===== src/rtl/fpu_issue_ctrl.sv =====
// Issue controller for attached FPU units: takes one op from the core, orders the selected
// unit, holds the shared operands until done, and returns the result on a write-back port.
module fpu_issue_ctrl #(
  parameter int N_UNITS = 4,
  parameter int SEL_W   = 2,
  parameter int TIMEOUT = 255
) (
  input  logic                 clk,
  input  logic                 rstn,
  input  logic                 req_valid,
  output logic                 req_ready,
  input  logic [SEL_W-1:0]     req_unit,
  input  logic [31:0]          req_rs1,
  input  logic [31:0]          req_rs2,
  input  logic [4:0]           req_tag,
  output logic [N_UNITS-1:0]   order,
  input  logic [N_UNITS-1:0]   accepted,
  input  logic [N_UNITS-1:0]   done,
  input  logic [32*N_UNITS-1:0] unit_rd,
  output logic [31:0]          fpu_rs1,
  output logic [31:0]          fpu_rs2,
  output logic                 wb_valid,
  input  logic                 wb_ready,
  output logic [31:0]          wb_data,
  output logic [4:0]           wb_tag,
  output logic                 wb_err,
  output logic [1:0]           dbg_state
);

  // Handshakes: a transfer happens on a clk edge where both valid and ready are high;
  // valid and its payload stay stable until that edge, ready may depend on state only.
  typedef enum logic [1:0] {
    S_IDLE  = 2'd0,
    S_ORDER = 2'd1,
    S_WAIT  = 2'd2,
    S_WB    = 2'd3
  } state_t;

  localparam logic [SEL_W:0] N_UNITS_W = (SEL_W+1)'(N_UNITS);
  localparam logic [7:0]     TIMEOUT_W = 8'(TIMEOUT);

  state_t             state_q, state_d;
  logic [SEL_W-1:0]   sel_q;
  logic [31:0]        rs1_q, rs2_q, wb_data_q;
  logic [4:0]         tag_q;
  logic               wb_err_q;
  logic [7:0]         cnt_q;

  logic [N_UNITS-1:0] sel_hot;
  logic               acc_sel, done_sel, unit_bad, timed_out;
  logic [31:0]        rd_sel;

  // Selected-unit view; built from a one-hot so sel_q never indexes past N_UNITS.
  always_comb begin
    sel_hot = '0;
    rd_sel  = '0;
    for (int i = 0; i < N_UNITS; i++) begin
      sel_hot[i] = (sel_q == SEL_W'(i));
      if (sel_hot[i]) rd_sel = unit_rd[32*i +: 32];
    end
  end

  assign acc_sel   = |(accepted & sel_hot);
  assign done_sel  = |(done & sel_hot);
  assign unit_bad  = ({1'b0, req_unit} >= N_UNITS_W);
  assign timed_out = (cnt_q == TIMEOUT_W);

  always_ff @(posedge clk) begin
    if (!rstn) state_q <= S_IDLE;
    else       state_q <= state_d;
  end

  always_comb begin
    state_d = state_q;
    case (state_q)
      S_IDLE:  if (req_valid) state_d = unit_bad ? S_WB : S_ORDER;
      S_ORDER: if (acc_sel) state_d = done_sel ? S_WB : S_WAIT;
      S_WAIT:  if (done_sel || timed_out) state_d = S_WB;
      S_WB:    if (wb_ready) state_d = S_IDLE;
      default: state_d = S_IDLE;
    endcase
  end

  always_comb begin
    req_ready = (state_q == S_IDLE);
    wb_valid  = (state_q == S_WB);
    dbg_state = state_q;
    order     = '0;
    for (int i = 0; i < N_UNITS; i++) order[i] = (state_q == S_ORDER) && sel_hot[i];
  end

  // Operands stay latched until the next accept, so units may sample them at any point.
  always_ff @(posedge clk) begin
    if (!rstn) begin
      sel_q     <= '0;
      rs1_q     <= '0;
      rs2_q     <= '0;
      tag_q     <= '0;
      wb_data_q <= '0;
      wb_err_q  <= 1'b0;
      cnt_q     <= '0;
    end else begin
      case (state_q)
        S_IDLE: begin
          if (req_valid) begin
            sel_q     <= req_unit;
            rs1_q     <= req_rs1;
            rs2_q     <= req_rs2;
            tag_q     <= req_tag;
            wb_data_q <= '0;
            wb_err_q  <= unit_bad;
          end
        end
        S_ORDER: begin
          cnt_q <= '0;
          if (acc_sel && done_sel) begin
            wb_data_q <= rd_sel;
            wb_err_q  <= 1'b0;
          end
        end
        S_WAIT: begin
          cnt_q <= cnt_q + 8'd1;
          if (done_sel) begin
            wb_data_q <= rd_sel;
            wb_err_q  <= 1'b0;
          end else if (timed_out) begin
            wb_data_q <= '0;
            wb_err_q  <= 1'b1;
          end
        end
        default: ;
      endcase
    end
  end

  assign fpu_rs1 = rs1_q;
  assign fpu_rs2 = rs2_q;
  assign wb_data = wb_data_q;
  assign wb_tag  = tag_q;
  assign wb_err  = wb_err_q;

endmodule


===== config.mk =====
export PLATFORM = sky130hd
export DESIGN_NAME = fpu_issue_ctrl
export DESIGN_NICKNAME = d
export VERILOG_FILES = /design/src/rtl/fpu_issue_ctrl.sv
export SDC_FILE = /design/constraint.sdc
export NUM_CORES = 1
export LEC_CHECK = 0
export CORE_MARGIN = 3
export CORE_UTILIZATION = 33
export CTS_CLUSTER_SIZE = 20
export DETAILED_ROUTE_END_ITERATION = 7
export PLACE_DENSITY = 0.78
export SLEW_MARGIN = 30
export SYNTH_ARGS = -nofsm -noshare
export SYNTH_HDL_FRONTEND = slang
export SYNTH_SLANG_ARGS = --single-unit

===== constraint.sdc =====
create_clock -name clk -period 1.9 [get_ports clk]
set_input_delay 0.475 -clock clk [delete_from_list [all_inputs] [get_ports clk]]
set_output_delay 0.475 -clock clk [all_outputs]
set_load 0.01 [all_outputs]

==> flow_summary.ini <==
[clocking]
postCtsHoldBufs = 0
cts_tree = done
clk_path_buf_depth = 2
cts-buffers-inserted = 17
htreeDepth = 4
clk_pin_slew_ps = 50
insertion_delay_ps = 410
clock_sinks = 114
root_buffer = clkbuf_16

[timing]
rsz0062_at_grt = yes
final.setup_skew_ps = 9.23
setup_viol = 33
max_freq_mhz = 506
whs_ps = 450
period_minus_slack_ps = 1970
hold_viol = 0
drv_slew = 0
slew_headroom = 0.740
worstMarginPinSlew_ps = 390
fin_crit_sh = 1.04
setup_ws_ps = -74.7

[placement]
place_congestion = 0.787
dp_hpwl_um = 13700
io_buffer_count = 320
post-place-ws_ps = -606

[grt]
grt_max_degree = 64
grtUsageTotal = 0.208
first_global_vias = 5332
grt_pass1_wl_um = 27200
grt-ovfl-total = 0
antenna_found_initial = 0

[job]
max_cap_violations = 0

[yosys]
ys_ff_latch = 114
yosys_warnings = 0
netlist.area_leader.share = 0.446
postSynth.asyncResetShare = 0
synth_area_leaders = dfxtp_1 45%, nand2_1 16%, mux4_2 15%
ys.flop_type = dfxtp_1
syn_nets = 783
synth.top_cells.by_count = 212 x nand2_1, 114 x dfxtp_1, 75 x a21oi_1, 34 x mux2i_1, 34 x mux4_2
synth_edf_count = 0
synth_cells = 567
synth_area_mm2 = 0.00512
syn_avg_cell_area_um2 = 9.02
synth_top_cell_by_area = dfxtp_1
synth_most_common_cell = nand2_1
ys_seq_area_frac = 0.446
synth.distinct_cells = 35

[min_path]
hp-start = fpu_rs2[13]$_SDFFE_PN0P_
hp-class = reg2reg

[finish]
fin_nets = 1123
n_antenna_cell = 0
nFillCells = 1198
layout-drive-gt1-share = 0.143
syn2layout_area_growth_pct = 88.0

[critical_path]
endpoint_kind = flip-flop
crit_start = accepted[0]
r2r-start = sel_q[0]$_SDFFE_PN0P_
cp_max_fo = 8
critical_path_class = in2reg
worstSetupStartpointType = input pin
required_ps = 2190
arrival_ps = 2260

[routing]
drtPass1Iterations = 4
viasPerCell = 4.84
drt_iter0_markers = 196
drt.antenna.violating_nets = 0
drcViolationCount = 0
dr_total_vias = 5343
routed_wirelength_um = 19100
wire_per_inst_um = 17.3

[die]
die_h_um = 131
chipWidth_um = 131
ios = 321
start_util = 0.344
fp.dieArea_mm2 = 0.0170
rows = 44
fp.coreArea_mm2 = 0.0149

[power]
switching_share = 0.308
switchingPower_mw = 3.48
pwr-share-seq = 0.269
power_mw = 11.3
pwr_density_cell_mw_per_mm2 = 1170
peakVddDrop_uv = 713
p_int_mw = 7.81
clockPowerShare = 0.305
leakagePower_nw = 3.64
combPwrFrac = 0.427

[status]
status = complete, but fails checks
violations = setup timing
placed cells by master (no fill, tap or decap), types with 5 or more instances in the layout:
cell type / synthesis / layout
clkdlybuf4s50_1: 0 / 308
nand2_1: 212 / 210
dfxtp_1: 114 / 110
a21oi_1: 75 / 74
mux4_2: 34 / 34
mux2i_1: 34 / 34
buf_4: 0 / 26
clkbuf_16: 0 / 20
nor2_1: 8 / 8
buf_12: 0 / 7
inv_2: 1 / 5
bufinv_16: 0 / 5
buf_2: 5 / 5
worst max-delay path, stage by stage:
cell and delay [ps]:
clkdlybuf4s50_1 470, mux4_2 270, a21oi_2 60, or4_4 630, clkbuf_16 220, mux2i_1 120
kinds of logic (layout without fill, tap and decap cells):
family                     after synthesis  count (layout)  share of synthesized area
buffers and inverters                   50             402                     0.0423
and+or+nand+nor                        239             239                      0.185
xor gates and xnor gates                 6               6                     0.0103
muxes                                   68              68                      0.216
AOI/OAI and AO/OA                       85              85                     0.0883
DFF                                    114             114                      0.446
adders and majority gates                5               5                     0.0122
flip-flops by register name, indices dropped and copies added (netlist names):
register and count:
wb_err 1, cnt_q 8, fpu_rs1 32, sel_q 2
wb_tag 5, fpu_rs2 32, dbg_state 2, wb_data 32
path summary, 6_finish.rpt:
check                        endpoint  slack (ps)  depth (start not counted)
max          wb_data[19]$_SDFFE_PN0P_         -70                          6
min          fpu_rs2[13]$_SDFFE_PN0P_         450                          2
max reg2reg  wb_data[19]$_SDFFE_PN0P_         -40                          5
min reg2reg  fpu_rs2[13]$_SDFFE_PN0P_         450                          2
power by group through the flow:
stage | combinational, mW | sequential (mW) | clock [mW]
2_1_floorplan | 2.08 | 3.24 | 0
3_3_place_gp | 4.22 | 3.05 | 0
3_5_place_dp | 4.24 | 3.07 | 0
4_1_cts | 4.53 | 3.03 | 3.51
5_1_grt | 5.14 | 3.08 | 3.62
6_report | 4.82 | 3.03 | 3.44
through the flow:
step	setup TNS, ps	cell area [um2]	instances	utilization
final	-1480	9620	1103	0.647
after global routing	-1220	9620	1103	0.647
after CTS	0	9500	1099	0.639
after detailed placement	-19890	8740	1063	0.588
after global placement	-19370	8740	1063	0.588
after floorplan	0	5130	567	-
layer usage:
metal  routed length, um  global-route usage  up-vias
met4                 399              0.0690        0
li1                    -                   -     2618
met1                7130               0.224     2473
met5                   0                   0        -
met2                9840               0.371      225
met3                1710              0.0813       27
layout make-up:
type,count,area [um2],area share
clock buffers,22,454,0.0472
clock inverters,9,180,0.0187
inverters,7,26.3,0.00273
multi-input cells,403,2660,0.277
flip-flops and latches,114,2290,0.238
well taps,184,230,0.0239
repair buffers,364,3770,0.392
timing repair:
item / 4_1_cts / 5_1_grt
endpoints found under the setup margin: 40 / 39
resized for setup: 41 / 13
pin swaps: 0 / 1
hold endpoints to repair: 0 / 0
buffers inserted: 3 / 1
gates cloned: 4 / 3
(Power assumes the default switching activity.)
